--- config.mk ---
export PLATFORM = sky130hd
export DESIGN_NAME = move_cmd_gen
export DESIGN_NICKNAME = d
export VERILOG_FILES = /design/src/rtl/move_cmd_pkg.sv /design/src/rtl/btn_debounce.sv /design/src/rtl/move_cmd_gen.sv
export SDC_FILE = /design/constraint.sdc
export NUM_CORES = 1
export LEC_CHECK = 0
export BUFFER_PORTS_ARGS = -buffer_cell sky130_fd_sc_hd__clkbuf_2
export CAP_MARGIN = 10
export CORE_MARGIN = 2
export CORE_UTILIZATION = 25
export DETAILED_ROUTE_END_ITERATION = 7
export HOLD_SLACK_MARGIN = 0.12
export SLEW_MARGIN = 20
export SYNTH_ARGS = -nofsm -noshare
export SYNTH_HDL_FRONTEND = slang
export SYNTH_SLANG_ARGS = --single-unit
--- constraint.sdc ---
create_clock -name clk -period 2.7 [get_ports clk]
set_input_delay 0 -clock clk [delete_from_list [all_inputs] [get_ports clk]]
set_output_delay 0 -clock clk [all_outputs]
set_load 0.01 [all_outputs]
--- src/rtl/move_cmd_pkg.sv ---
// Shared types, default timing and direction helpers for the button-to-move
// command front end.
package move_cmd_pkg;

    typedef enum logic [2:0] {
        DIR_NONE,
        DIR_UP,
        DIR_DOWN,
        DIR_LEFT,
        DIR_RIGHT
    } dir_t;

    typedef enum logic [2:0] {
        IDLE,
        FIRST,
        HOLD_DELAY,
        REPEAT,
        LOCKOUT
    } cmd_state_t;

    localparam int unsigned DEF_DEBOUNCE_CYCLES = 50000;
    localparam int unsigned DEF_REPEAT_DELAY    = 25000000;
    localparam int unsigned DEF_REPEAT_RATE     = 5000000;

    // Button vectors are ordered {right, left, down, up}.
    function automatic dir_t dir_of(input logic [3:0] m);
        case (m)
            4'b0001: return DIR_UP;
            4'b0010: return DIR_DOWN;
            4'b0100: return DIR_LEFT;
            4'b1000: return DIR_RIGHT;
            default: return DIR_NONE;
        endcase
    endfunction

    function automatic logic [3:0] dir_mask(input dir_t d);
        case (d)
            DIR_UP:    return 4'b0001;
            DIR_DOWN:  return 4'b0010;
            DIR_LEFT:  return 4'b0100;
            DIR_RIGHT: return 4'b1000;
            default:   return 4'b0000;
        endcase
    endfunction

endpackage

--- src/rtl/btn_debounce.sv ---
// Two-flop synchroniser and debounce counter for one active-low push button;
// level is 1 while debounced-pressed, rise pulses for the cycle it turns on.
module btn_debounce
    import move_cmd_pkg::*;
#(
    parameter int unsigned DEBOUNCE_CYCLES = DEF_DEBOUNCE_CYCLES
) (
    input  logic clk,
    input  logic rst,
    input  logic btn_n,
    output logic level,
    output logic rise
);

    localparam int unsigned CW = $clog2(DEBOUNCE_CYCLES) + 1;

    logic [1:0]    sync;
    logic [CW-1:0] cnt;

    always_ff @(posedge clk or negedge rst) begin
        if (!rst) begin
            sync  <= '0;
            cnt   <= '0;
            level <= 1'b0;
            rise  <= 1'b0;
        end else begin
            sync <= {sync[0], ~btn_n};
            rise <= 1'b0;
            if (sync[1] == level) begin
                cnt <= '0;
            end else if (cnt == CW'(DEBOUNCE_CYCLES - 1)) begin
                // This edge is the DEBOUNCE_CYCLES-th consecutive mismatch.
                cnt   <= '0;
                level <= ~level;
                rise  <= ~level;
            end else begin
                cnt <= cnt + CW'(1);
            end
        end
    end

endmodule

--- src/rtl/move_cmd_gen.sv ---
// Turns four raw push buttons into single-cycle, mutually exclusive direction
// pulses with auto-repeat while one button is held.
module move_cmd_gen
    import move_cmd_pkg::*;
#(
    parameter int unsigned DEBOUNCE_CYCLES = DEF_DEBOUNCE_CYCLES,
    parameter int unsigned REPEAT_DELAY    = DEF_REPEAT_DELAY,
    parameter int unsigned REPEAT_RATE     = DEF_REPEAT_RATE
) (
    input  logic clk,
    input  logic rst,
    input  logic btn_up_n,
    input  logic btn_down_n,
    input  logic btn_left_n,
    input  logic btn_right_n,
    input  logic enable,
    output logic isUp,
    output logic isDown,
    output logic isLeft,
    output logic isRight,
    output logic held
);

    localparam int unsigned RMAX = (REPEAT_DELAY > REPEAT_RATE) ? REPEAT_DELAY : REPEAT_RATE;
    localparam int unsigned RW   = $clog2(RMAX) + 1;

    logic [3:0]    lvl;
    logic [3:0]    rise;
    cmd_state_t    state, state_d;
    dir_t          dir_q, dir_d;
    logic [RW-1:0] rcnt, rcnt_d;
    logic [3:0]    pulse_q, pulse_d;
    logic          en_q;
    logic [3:0]    act;
    logic          act_released;
    logic          other_rise;

    btn_debounce #(.DEBOUNCE_CYCLES(DEBOUNCE_CYCLES)) u_up (
        .clk(clk), .rst(rst), .btn_n(btn_up_n), .level(lvl[0]), .rise(rise[0])
    );
    btn_debounce #(.DEBOUNCE_CYCLES(DEBOUNCE_CYCLES)) u_down (
        .clk(clk), .rst(rst), .btn_n(btn_down_n), .level(lvl[1]), .rise(rise[1])
    );
    btn_debounce #(.DEBOUNCE_CYCLES(DEBOUNCE_CYCLES)) u_left (
        .clk(clk), .rst(rst), .btn_n(btn_left_n), .level(lvl[2]), .rise(rise[2])
    );
    btn_debounce #(.DEBOUNCE_CYCLES(DEBOUNCE_CYCLES)) u_right (
        .clk(clk), .rst(rst), .btn_n(btn_right_n), .level(lvl[3]), .rise(rise[3])
    );

    assign act          = dir_mask(dir_q);
    assign act_released = (lvl & act) == 4'b0000;
    assign other_rise   = |(rise & ~act);

    // Pulses are registered, so the pulse for FIRST is produced on the edge that
    // enters FIRST; the repeat counter is loaded there too (one less than the
    // delay) so the first repeat lands exactly REPEAT_DELAY cycles later.
    always_comb begin
        state_d = state;
        dir_d   = dir_q;
        rcnt_d  = (rcnt != '0) ? rcnt - RW'(1) : rcnt;
        pulse_d = '0;
        if (!enable) begin
            state_d = IDLE;
            dir_d   = DIR_NONE;
        end else if (!en_q && (|lvl)) begin
            state_d = LOCKOUT;
            dir_d   = DIR_NONE;
        end else begin
            case (state)
                IDLE: begin
                    if ($countones(rise) >= 2) begin
                        state_d = LOCKOUT;
                    end else if ($countones(rise) == 1) begin
                        state_d = FIRST;
                        dir_d   = dir_of(rise);
                        pulse_d = rise;
                        rcnt_d  = RW'(REPEAT_DELAY - 1);
                    end
                end
                FIRST, HOLD_DELAY, REPEAT: begin
                    if (act_released) begin
                        state_d = IDLE;
                        dir_d   = DIR_NONE;
                    end else if (other_rise) begin
                        state_d = LOCKOUT;
                        dir_d   = DIR_NONE;
                    end else if (state == FIRST) begin
                        state_d = HOLD_DELAY;
                    end else if (rcnt == '0) begin
                        state_d = REPEAT;
                        pulse_d = act;
                        rcnt_d  = RW'(REPEAT_RATE - 1);
                    end
                end
                LOCKOUT: begin
                    if (lvl == 4'b0000) begin
                        state_d = IDLE;
                    end
                end
                default: begin
                    state_d = IDLE;
                    dir_d   = DIR_NONE;
                end
            endcase
        end
    end

    always_ff @(posedge clk or negedge rst) begin
        if (!rst) begin
            state   <= IDLE;
            dir_q   <= DIR_NONE;
            rcnt    <= '0;
            pulse_q <= '0;
            en_q    <= 1'b0;
            held    <= 1'b0;
        end else begin
            state   <= state_d;
            dir_q   <= dir_d;
            rcnt    <= rcnt_d;
            pulse_q <= pulse_d;
            en_q    <= enable;
            held    <= (state_d == HOLD_DELAY) || (state_d == REPEAT);
        end
    end

    assign isUp    = pulse_q[0];
    assign isDown  = pulse_q[1];
    assign isLeft  = pulse_q[2];
    assign isRight = pulse_q[3];

endmodule

# Word level (Yosys, flattened, before mapping)
# Index checks and enable logic that the tools add are counted.
# word_totals
reg_bits,122
output_inout_bits,5
elab_cells,143
# classes
add_sub_neg,8
order_cmp,1
n_eq_ne,27
muxes,54
bitwise,15
reduce_logical,16
# op_table
op,n
26-bit two-way mux,9
17-bit two-way mux,8
"17-bit by 1-bit adder with 17-bit output, second input constant",4
"17-bit by 16-bit equality test with 1-bit output, second input constant",4
26-bit case mux with 2 select lines,1
3-bit two-way mux,15
"32-bit by 3-bit >= comparator with 1-bit output, second input constant",1
4-bit two-way mux,8
26-bit zero test,1
26-bit nonzero test,1
"26-bit by 1-bit subtractor with 26-bit output, second input constant",1
"3-bit by 2-bit equality test with 1-bit output, second input constant",6
3-bit case mux with 3 select lines,2
4-bit case mux with 4 select lines,1
1-bit NOT,12
3-bit case mux with 4 select lines,1
"3-bit by 1-bit equality test with 1-bit output, second input constant",3
4-bit AND,2
4-bit zero test,2
1-bit two-way mux,8
"4-bit != test, second input constant",2
4-bit case mux with 2 select lines,1
2-bit AND reduction,4
4-bit OR reduction,2
17 further kinds,22

# Depth between registers and ports, before layout
# Gate-level depths: netlist of the first run.
# depth
word_depth,12
mapped_depth,12
depth_no_buf,11

# Hierarchy
# From an unflattened synthesis of the first run, not the netlist that was laid out.
# hier_totals
cells_unflattened,615
area_unflattened_um2,6184.7
# by_module_without_submodules
mod,n_inst,cells_each,area_each_um2
btn_debounce (u_down ...),3,95,994.7
move_cmd_gen,1,234,2198.4
btn_debounce (u_up),1,96,1002.2

# Least setup slack after synthesis of the first run
# OpenSTA, ideal clock, no wires.
# synth_timing
path_kind,register to register
startpoint,reg u_up.rise
endpoint,reg rcnt[11]
setup_ps,81
arrival_time_ps,2510
setup_slack_ps,109
path_stages_with_launch,13
synth_period_minus_slack_ps,2591
cell_sequence,dfrtp_1 > inv_1 > fa_1 > inv_1 > ha_1 > inv_1 > ha_1 > nand4bb_1 > nor3_1 > nand2_1 > o41a_1 > buf_2 > o211ai_2
# synth_between
elab_chain_len,8
# synth_lines
item,line,rtl
"start, declared",btn_debounce.sv:12,output logic rise
"start signal, assigned",btn_debounce.sv:35,rise <= ~level;
branches (longest 5 deep; another with 32-bit by 3-bit >= comparator with 1-bit output),--,
26-bit case mux with 2 select lines *,move_cmd_gen.sv:70,case (state)
26-bit two-way mux *,move_cmd_gen.sv:66,end else if (!en_q && (|lvl)) begin
26-bit two-way mux *,move_cmd_gen.sv:63,if (!enable) begin
via rcnt_d[11],move_cmd_gen.sv:31,"logic [RW-1:0] rcnt, rcnt_d;"
"end signal, assigned",move_cmd_gen.sv:120,rcnt <= rcnt_d;
"end, declared",move_cmd_gen.sv:31,
# Mark *: on every way through the listed nets, which the timed path passes.
# A chain may end at the register's enable or synchronous reset.

# Worst setup path in the final report of the first run
# layout_timing
startpoint,reg u_right.rise
endpoint,reg rcnt[23]
# layout_between
elab_chain_len,8
# layout_lines
item,line
"start, declared",btn_debounce.sv:12
"start signal, assigned",btn_debounce.sv:35
branches (longest 5 deep; another with 32-bit by 3-bit >= comparator with 1-bit output),--
26-bit case mux with 2 select lines *,move_cmd_gen.sv:70
26-bit two-way mux *,move_cmd_gen.sv:66
26-bit two-way mux *,move_cmd_gen.sv:63
via rcnt_d[23],move_cmd_gen.sv:31
# Marked as above.

==> key figures, run 1 <==
Timing
  – Fmax: 0.396 GHz
  – Rel. slew slack: a little under 60%
  – Fin crit period: 2520 ps
  – Worst Tran Pin Value: about 630 ps
  – # setup viols final: 0
  – Clk_skew: 8.61 ps
  – Final worst path period share: between 90 and 100%
  – Hold Violations, Final: 0
  – Fin. max-slew vios: 0
  – WHS: around 150 ps

Global route
  – Initial antenna violation count: 1
  – Overflow left after global routing: 0
  – First-pass GRT wire length: 19.6 mm
  – Total global-route track usage: 9.77%
  – Vias in the first global route: 4157
  – Largest net degree at the start of global routing: 57

Layout
  – # diodes: 0
  – NumNets Final: 654
  – Area grow syn2layout: 20.2%
  – # fillers: 2384
  – Share of layout cells above drive strength 1: 11.6%

Route
  – Post-DR wirelength/cell: 11.9 um
  – Routed Antenna Nets: 0
  – Initial DRC count: approximately 250
  – Routed via count: between 4000 and 5000
  – Drt total wl: 11.4 mm
  – First drt pass iteration count: 6
  – DR vias/cell: 4.41
  – Residual DRC count: 0

Synth
  – EDFF count, synth: 0
  – Syn nets: 616
  – Avg Synthesized Cell Area: 9.93 um^2
  – Ys Warns: 0
  – #FFs+latches synth: 122
  – Post-Syn Instances: 595
  – Synth area leaders: dfrtp_1 52%, nor2_1 6.5%, xor2_1 6.4%
  – Most numerous cell in the Yosys netlist: dfrtp_1
  – Number of different library cells in the post-synthesis netlist: between 40 and 50
  – Synth area leader: dfrtp_1
  – Post-synth ARST share: 100%
  – Sequential-to-total area share from yosys stat: approximately 52%
  – Commonest cells post-synth: 122 x dfrtp_1, 102 x nor2_1, 59 x nand2_1, 43 x xor2_1, 34 x xnor2_1
  – Post-Syn Area: just under 6000 um^2
  – Post-synth top area share: about half
  – Top_reg_cell synth: dfrtp_1

Setup path
  – Crit path launch: u_right.rise$_DFF_PN0_
  – CP Buf/Inv Count: 4
  – Slowest stage cell, crit path: fa_1
  – CP peak stage delay: 470 ps
  – Required @ worst endpoint: between 2000 and 3000 ps
  – Cell mode on critical path: inv_1
  – Critical Path AT: 2800 ps
  – Crit start category: flop
  – Endpoint type of the worst setup path: flop
  – CP delay by family, top: adder cells
  – RR Startpoint: u_right.rise$_DFF_PN0_
  – CP cell instances: inv_1 > fa_1 > inv_1 > ha_1 > inv_1 > ha_1 > nand4bb_4 > nor3_2 > nand2_2 > buf_4 > o41ai_4 > nor2_1
  – Worst Setup Path Type: flop to flop
  – Crit-path max FO: 7

Clock tree
  – TritonCTS buffer count: 17
  – Clock transition at path regs: roughly 60 ps
  – CTS tree: yes
  – Worst-skew pair later-pin latency: 410 ps
  – CTS H-tree depth: 4
  – Clock sinks: ~120
  – CTS max path bufs: 2
  – Root Driver: clkbuf_16

Pwr
  – Power Total: 4.17 mW
  – Leak: ~3.0 nW
  – Sequential Power Share: 44.8%
  – Power per standard cell area: 587 nW/um^2
  – Sw Ratio: 20.7%
  – P_int: 3.31 mW
  – Combinational share of power: 2.4%
  – Peak supply drop: 0.428 mV
  – Switching pwr: 864 uW
  – Clock share of power: 52.8%

Floorplan
  – FP Rows: 56
  – Die Y: 158 um
  – Initial Util: 25.3%
  – Die ar.: 24900 um^2
  – Total I/O pin count: 12
  – Total core area: 23300 um^2
  – Die Width: 158 um

Status
  – Status: finished clean

Flow run
  – # Max-Cap Violations: 0

Place
  – IO Port Bufs: 11
  – Hpwl dp: 7.96 mm
  – Gpl congestion: between 0.7 and 0.8

Hold path
  – Hold Crit Class: input pin to async pin
==> metal layers <==
| layer | up-vias | track usage (%) | routed length (um) |
|---|---|---|---|
| li1 | 2124 | - | - |
| met1 | 2039 | 13.2 | 5730 |
| met2 | 66 | 14.7 | 5060 |
| met3 | 14 | 2.87 | 462 |
| met4 | 2 | 3.81 | 168 |
| met5 | - | 0 | 13 |
==> logic make-up (layout without fill, tap and decap cells) <==
logic type,Yosys count,after routing,share of synthesized area [%]
adder cells (fa/ha/maj),14,14,3.09
AND/OR/NAND/NOR,300,300,25.1
AO/OA/AOI/OAI,42,42,5.08
flip-flops,122,122,51.7
XOR/XNOR,77,77,11.4
multiplexers,9,9,1.61
buffers and inverters,31,80,2.03
==> layout make-up <==
| type | count | area [um^2] | area share, % |
|---|---|---|---|
| Multi-Input combinational cell | 442 | 2760 | 38.9 |
| Clock inverter | 5 | 58.8 | 0.828 |
| Clock buffer | 25 | 526 | 7.40 |
| Sequential cell | 122 | 3050 | 43.0 |
| Tap cell | 319 | 399 | 5.62 |
| Inverter | 20 | 75.1 | 1.06 |
| Timing Repair Buffer | 30 | 228 | 3.21 |
==> worst register-to-register path: cells and delay by family, from the launching register on <==
| family | cells | cell delay (ps) |
|---|---|---|
| and+or+nand+nor | 4 | 610 |
| AOI/OAI and AO/OA | 1 | 90 |
| adders and majority gates | 3 | 880 |
| buffers and inverters | 4 | 370 |
| DFF | 1 | 430 |
==> registers in the layout, summed over array words and instances (netlist names), 2 cells and up <==
| register | count |
|---|---|
| state | 3 |
| u_down.sync | 2 |
| u_down.cnt | 17 |
| pulse_q | 4 |
| u_left.sync | 2 |
| dir_q | 3 |
| u_right.cnt | 17 |
| rcnt | 26 |
| u_left.cnt | 17 |
| u_up.sync | 2 |
| u_right.sync | 2 |
| u_up.cnt | 17 |
==> metrics by stage <==
step                std cells  setup TNS (ps)  instance area [um^2]  util, %  setup slack (ps)
floorplan                 595               0                  5910        -               109
global placement          926               0                  6420     27.5               102
detailed placement        926               0                  6420     27.5              29.0
CTS                       962               0                  7070     30.3              46.5
global route              963           -24.1                  7100     30.4             -22.3
finish                    963               0                  7100     30.4               178
==> power groups by stage <==
stage                     clock, mW  sequential (mW)  combinational, mW
after floorplan                   0             1.90             0.0403
after global placement            0             1.90             0.0974
after detailed placement          0             1.90             0.0972
after CTS                      2.26             1.87              0.105
after global routing           2.35             1.87              0.119
final                          2.20             1.87              0.101
==> repair_timing <==
action                                  4_1_cts  5_1_grt
endpoints found under the setup margin        0       23
resized for setup                             0        4
hold buffers                                  6        0
hold endpoints to repair                     68        0
setup buffers                                 0        1
==> final timing paths <==
kind                                             to  slack [ps]  cells past startpoint
setup / recovery                 rcnt[23]$_DFF_PN0_         180                     12
hold / removal                   rcnt[17]$_DFF_PN0_         150                      2
setup reg to reg                 rcnt[23]$_DFF_PN0_         180                     12
hold reg to reg            u_left.sync[1]$_DFF_PN0_         360                      0
max in group asynchronous   u_down.cnt[8]$_DFF_PN0_        1800                      3
min in group clk           u_left.sync[0]$_DFF_PN0_         270                      3
==> cell usage in the layout (no fill, tap or decap), types with 4 or more instances in the layout <==
cell type      synthesis  final
nand2_1               59     58
a21oi_1               12     12
nand4_1               16     16
mux2i_1                5      5
and3_1                14     14
clkbuf_2               0     10
inv_1                 19     19
xor2_1                43     43
nor4_1                19     19
nor3b_1                8      8
and4_1                 6      6
clkbuf_16              0     17
dfrtp_1              122    122
nor3_1                17     16
clkbuf_8               0      7
dlygate4sd3_1          0      6
or4_1                  4      4
nand3_1               28     28
or3_1                 11     11
xnor2_1               34     34
o21ai_0               10     10
buf_4                  0     13
ha_1                  13     13
mux2_2                 4      4
nor2_1               102    101
Note: power is estimated with default switching activity, not from simulation.
==> run 2: changes to the inputs <==
--- a/config.mk
+++ b/config.mk
@@ -7,7 +7,8 @@
 export LEC_CHECK = 0
 export BUFFER_PORTS_ARGS = -buffer_cell sky130_fd_sc_hd__clkbuf_2
 export CAP_MARGIN = 10
-export CORE_MARGIN = 2
+export CORE_ASPECT_RATIO = 0.5
+export CORE_MARGIN = 1.5
 export CORE_UTILIZATION = 25
 export DETAILED_ROUTE_END_ITERATION = 7
 export HOLD_SLACK_MARGIN = 0.12
==> run 2 against run 1 <==
  * Sequential share of layout area is 0.088 points lower
  * Sequential power barely moved
  * Core utilization rose by 0.54 points
  * Highest routed layer is now met4
  * Clock skew is 0.56 ps lower
  * Maximum frequency grew 0.18%
  * Power shrank 0.37%
==> key figures, run 2 (synthesized netlist as in run 1, its figures left out) <==
Floorplan
  – Die Y: about 110 um
  – Total I/O pin count: 12
  – Die Width: around 220 um
  – Die ar.: 24600 um^2
  – Total core area: 23000 um^2
  – FP Rows: 39
  – Initial Util: roughly a quarter

Route
  – Drt total wl: 11.1 mm
  – Post-DR wirelength/cell: 11.6 um
  – Routed via count: 4264
  – Initial DRC count: 248
  – Routed Antenna Nets: 0
  – DR vias/cell: 4.46
  – First drt pass iteration count: 4
  – Residual DRC count: 0

Clock tree
  – CTS tree: yes
  – Worst-skew pair later-pin latency: 410 ps
  – CTS H-tree depth: 4
  – TritonCTS buffer count: 17
  – Root Driver: clkbuf_16
  – Clock sinks: 122
  – CTS max path bufs: 2
  – Post-CTS setup buffer count: 0
  – Clock transition at path regs: 50 ps

Pwr
  – Sw Ratio: 21.0%
  – Power per standard cell area: 584 nW/um^2
  – Leak: about 3.0 nW
  – Clock share of power: 52.5%
  – Switching pwr: between 800 and 900 uW
  – P_int: ~3.3 mW
  – Sequential Power Share: 45.0%
  – Peak supply drop: between 0.3 and 0.4 mV
  – Combinational share of power: 2.5%

Layout
  – Final core occ: 31.0%
  – # diodes: 0
  – Share of layout cells above drive strength 1: around 12%
  – Max reg flops: 26
  – Area grow syn2layout: 20.5%
  – Largest register by flop count: rcnt
  – # fillers: about 2300
  – Most common cell after layout, fill and taps aside: dfrtp_1
  – Leading cell types in the layout, fill and taps excluded: 121 x dfrtp_1, 102 x nor2_1, 58 x nand2_1, 43 x xor2_1, 34 x xnor2_1
  – Final instance area: 7120 um^2
  – NumNets Final: 656

Place
  – Post-place instance area: ~6400 um^2
  – Gpl congestion: 0.852
  – IO Port Bufs: 11
  – Pre-CTS setup slack: between 40 and 50 ps
  – Hpwl dp: 7.67 mm

Global route
  – Vias in the first global route: about 4300
  – Overflow left after global routing: 0
  – First-pass GRT wire length: 19.9 mm
  – Initial antenna violation count: 0
  – Largest net degree at the start of global routing: 87
  – Total global-route track usage: between 10% and 20%

Setup path
  – Crit-path max FO: 10
  – CP delay by family, top: simple AND/OR/NAND/NOR gates
  – CP Buf/Inv Count: 0
  – Cell mode on critical path: nand3_1
  – Critical Path AT: 2860 ps
  – CP peak stage delay: 690 ps
  – Worst Setup Path Type: flop to flop
  – Crit start category: flop
  – Slowest stage cell, crit path: or4_1
  – Required @ worst endpoint: 3040 ps
  – CP cell instances: nor4_1 > nand3_1 > or4_1 > o41a_2 > nand3_1
  – Endpoint type of the worst setup path: flop

Timing
  – # setup viols final: 0
  – Fin crit period: 2520 ps
  – Worst setup margin: 182 ps
  – Worst Tran Pin Value: between 600 and 700 ps
  – Final worst path period share: 93.2%
  – Hold Violations, Final: 0
  – Rel. slew slack: 58.8%
  – Fin. max-slew vios: 0
  – Clk_skew: 8.04 ps
  – Fmax: 0.397 GHz

Hold path
  – Hold Crit Class: input pin to flop

Status
  – Status: finished clean

Flow run
  – # Max-Cap Violations: 0
run 2: cell type report:
type | count | area (um^2) | area share, %
Timing Repair Buffer | 32 | 258 | 3.62
Clock buffer | 20 | 457 | 6.41
Multi-Input combinational cell | 442 | 2770 | 38.9
Tap cell | 307 | 384 | 5.39
Clock inverter | 12 | 124 | 1.74
Sequential cell | 122 | 3050 | 42.9
Inverter | 20 | 75.1 | 1.05
run 2: per-layer routing:
metal | up-vias | track usage (%) | wire length (um) | share of wire [%]
met5 | - | 0 | 0 | 0
met4 | 0 | 3.49 | 110 | 0.99
met3 | 9 | 3.58 | 352 | 3.2
met2 | 34 | 16.3 | 5340 | 48
met1 | 2089 | 12.4 | 5260 | 48
li1 | 2132 | - | - | -
run 2: final timing paths:
path	from	to	slack, ps	cells after the start
setup / recovery	rcnt[18]$_DFF_PN0_	rcnt[3]$_DFF_PN0_	180	5
hold / removal	enable	en_q$_DFF_PN0_	280	2
hold reg to reg	u_right.sync[0]$_DFF_PN0_	u_right.sync[1]$_DFF_PN0_	350	0
setup reg to reg	rcnt[18]$_DFF_PN0_	rcnt[3]$_DFF_PN0_	180	5
min in group asynchronous	rst	u_up.cnt[15]$_DFF_PN0_	630	4
max in group asynchronous	rst	rcnt[24]$_DFF_PN0_	1610	4
run 2: power groups by stage:
stage | clock network (mW) | logic (mW) | registers [mW]
2_1_floorplan | 0 | 0.0403 | 1.90
3_3_place_gp | 0 | 0.0951 | 1.90
3_5_place_dp | 0 | 0.0968 | 1.90
4_1_cts | 2.24 | 0.109 | 1.87
5_1_grt | 2.33 | 0.122 | 1.87
6_report | 2.18 | 0.104 | 1.87
run 2: stage by stage:
step	total power, mW	hold slack [ps]	TNS, ps	cells
2_1_floorplan	1.94	-296	0	595
3_3_place_gp	2.00	-7.34	0	915
3_5_place_dp	2.00	-2.14	0	915
4_1_cts	4.22	263	0	955
5_1_grt	4.33	261	-2.71	955
6_report	4.16	280	0	955
run 2: what timing repair did:
item | 4_1_cts | 5_1_grt
setup endpoints to repair | 0 | 27
hold buffers | 8 | 0
endpoints found under the hold margin | 131 | 0
resized for setup | 0 | 6
==> run 3: changes to the inputs <==
--- a/config.mk
+++ b/config.mk
@@ -5,6 +5,7 @@
 export SDC_FILE = /design/constraint.sdc
 export NUM_CORES = 1
 export LEC_CHECK = 0
+export ABC_AREA = 1
 export BUFFER_PORTS_ARGS = -buffer_cell sky130_fd_sc_hd__clkbuf_2
 export CAP_MARGIN = 10
 export CORE_ASPECT_RATIO = 0.5
==> run 3 against run 2 <==
  * Clock power increased by 10%
  * Wire length increased by 37%
  * Synthesized area increased by 18%
  * Via count increased by 35%
==> key figures, run 3 <==
Synth
  – Top_reg_cell synth: dfrtp_1
  – Most numerous cell in the Yosys netlist: nand2_1
  – Post-Syn Area: between 6000 and 7000 um^2
  – Syn nets: 891
  – Post-synth top area share: a little over two fifths
  – Number of different library cells in the post-synthesis netlist: 44
  – Commonest cells post-synth: 161 x nand2_1, 142 x nor2_1, 122 x dfrtp_1, 115 x inv_1, 55 x nand3_1
  – Post-Syn Instances: 870
  – Synth area leader: dfrtp_1
  – EDFF count, synth: 0
  – Avg Synthesized Cell Area: 7.99 um^2
  – #FFs+latches synth: roughly 120
  – Synth area leaders: dfrtp_1 44%, nand2_1 8.7%, nor2_1 7.7%
  – Sequential-to-total area share from yosys stat: 43.9%
  – Ys Warns: 0
  – Post-synth ARST share: 100%

Layout
  – Leading cell types in the layout, fill and taps excluded: 161 x nand2_1, 142 x nor2_1, 122 x dfrtp_1, 114 x inv_1, 55 x nand3_1
  – Final core occ: 30.5%
  – Area grow syn2layout: 17.9%
  – # diodes: 0
  – Final instance area: 8190 um^2
  – Share of layout cells above drive strength 1: approximately an eighth
  – Max reg flops: 26
  – NumNets Final: 932
  – Largest register by flop count: rcnt
  – Most common cell after layout, fill and taps aside: nand2_1

Setup path
  – Cell mode on critical path: inv_1
  – Slowest stage cell, crit path: fa_1
  – Worst Setup Path Type: flop to flop
  – Endpoint type of the worst setup path: flop
  – CP peak stage delay: 530 ps
  – R2r setup slk: 190 ps
  – Crit-path max FO: 11
  – Critical Path AT: 2810 ps
  – Required @ worst endpoint: 3000 ps
  – RR Startpoint: u_up.rise$_DFF_PN0_
  – CP cell instances: inv_1 > fa_1 > inv_1 > ha_1 > inv_1 > ha_1 > inv_1 > nand3_1 > inv_1 > nand3_1 > nor2_2 > inv_2 > nand3_1 > nand2_1
  – Crit start category: flop
  – Worst r2r dst: rcnt[9]$_DFF_PN0_
  – CP Buf/Inv Count: 6
  – FF-to-FF path depth: 14
  – CP delay by family, top: adder cells

Clock tree
  – TritonCTS buffer count: 17
  – CTS max path bufs: 2
  – CTS tree: yes
  – CTS H-tree depth: 4
  – Worst-skew pair later-pin latency: 410 ps
  – Clock sinks: 122
  – Clock transition at path regs: 50 ps
  – Root Driver: clkbuf_16

Route
  – Drt total wl: approximately 15 mm
  – Routed Antenna Nets: 0
  – Initial DRC count: 326
  – Residual DRC count: 0
  – Post-DR wirelength/cell: ~12 um
  – DR vias/cell: 4.46
  – First drt pass iteration count: 5
  – Routed via count: 5775

Timing
  – Final worst path period share: 93.0%
  – # setup viols final: 0
  – RSZ-0062 raised after global routing: false
  – Clk_skew: about 6 ps
  – Fin. max-slew vios: 0
  – Fmax: 0.398 GHz
  – Setup_tns: 0 ps
  – Rel. slew slack: roughly half
  – Fin crit period: 2510 ps
  – Worst Tran Pin Value: approximately 740 ps
  – Hold Violations, Final: 0

Hold path
  – Hold Crit Class: input pin to async pin

Floorplan
  – Die Y: 121 um
  – Die Width: 239 um
  – Total I/O pin count: 12
  – Die ar.: 28900 um^2
  – Total core area: about 27000 um^2
  – FP Rows: 42
  – Initial Util: 25.9%

Pwr
  – Power Total: approximately 4.4 mW
  – Leak: 3.54 nW
  – Peak supply drop: 0.449 mV
  – Power per standard cell area: 533 nW/um^2

Global route
  – First-pass GRT wire length: 26.8 mm
  – Overflow left after global routing: 0
  – Vias in the first global route: ~5800
  – Total global-route track usage: 11.5%
  – Initial antenna violation count: 0
  – Largest net degree at the start of global routing: 59

Flow run
  – # Max-Cap Violations: 0

Place
  – Gpl congestion: approximately 0.9
  – Hpwl dp: about 11 mm
  – IO Port Bufs: 11
  – Post-place instance area: 7510 um^2

Status
  – Status: finished clean
-- run 3: cell count changes in the layout (fill, tap and decap cells not counted), moves of 14 or more --
cell	delta
nand4_1	+14
xnor2_1	-25
nand2_1	+103
inv_1	+95
nor2_1	+40
nor3_1	+14
nand3_1	+27
-- run 3: how the worst max path moves through the flow --
stage | end | cells after the start | start | slack, ps
detailed placement | rcnt[3]$_DFF_PN0_ | 14 | u_up.rise$_DFF_PN0_ | 90
global placement | rcnt[23]$_DFF_PN0_ | 13 | u_up.rise$_DFF_PN0_ | 130
CTS | rcnt[3]$_DFF_PN0_ | 14 | u_up.rise$_DFF_PN0_ | 100
global route | rcnt[3]$_DFF_PN0_ | 14 | u_up.rise$_DFF_PN0_ | 20
floorplan | rcnt[9]$_DFF_PN0_ | 15 | u_up.rise$_DFF_PN0_ | 330
finish | rcnt[9]$_DFF_PN0_ | 14 | u_up.rise$_DFF_PN0_ | 190
-- run 3: layer usage --
layer  global-route usage (%)  wire (um)  vias to the layer above
li1                         -          -                     2898
met1                     14.2       7090                     2751
met2                     19.6       7280                      106
met3                     2.64        565                       20
met4                     4.39        282                        0
met5                        0          0                        -
-- run 3: logic make-up after synthesis --
| kind of cell | after synthesis | share of synthesized area, % |
|---|---|---|
| flops | 122 | 43.9 |
| xor+xnor | 43 | 5.42 |
| buf+inv | 127 | 7.19 |
| simple gates | 511 | 36.4 |
| compound gates | 53 | 4.41 |
| fa+ha+maj | 14 | 2.63 |
-- run 3: area by class of cell --
class / instances / area [um^2]
timing repair buffer: 25 / 190
multi-input combinational: 621 / 3400
clock buffer: 23 / 478
fill: 2814 / 18700
tap: 374 / 468
inverter: 124 / 467
sequential: 122 / 3050
clock inverter: 7 / 140
-- run 3: stage by stage --
step | setup WS, ps | instances | hold WS, ps
2_1_floorplan | 326 | 870 | -296
3_3_place_gp | 133 | 1260 | 118
3_5_place_dp | 90.4 | 1260 | 125
4_1_cts | 101 | 1296 | 226
5_1_grt | 19.5 | 1296 | 269
6_report | 189 | 1296 | 194
-- run 3: timing repair --
item,4_1_cts,5_1_grt
hold buffers,6,0
endpoints found under the setup margin,0,10
hold endpoints to repair,65,0
setup buffers,0,0
resized for setup,0,2
-- run 3: report_power, final --
part | internal, mW | total, mW | switching (mW)
Sequential | 1.85 | 1.87 | 0.0136
Combinational | 0.0294 | 0.107 | 0.0773
Clock | 1.61 | 2.40 | 0.792
Total | 3.49 | 4.37 | 0.883
-- run 3: worst reg2reg max path: stages, from the launching register on --
cell and delay, ps:
dfrtp_1 360, inv_1 80, fa_1 530, inv_1 40, ha_1 180, inv_1 60
ha_1 220, inv_1 70, nand3_1 80, inv_1 110, nand3_1 140, nor2_2 230
inv_2 140, nand3_1 110, nand2_1 50
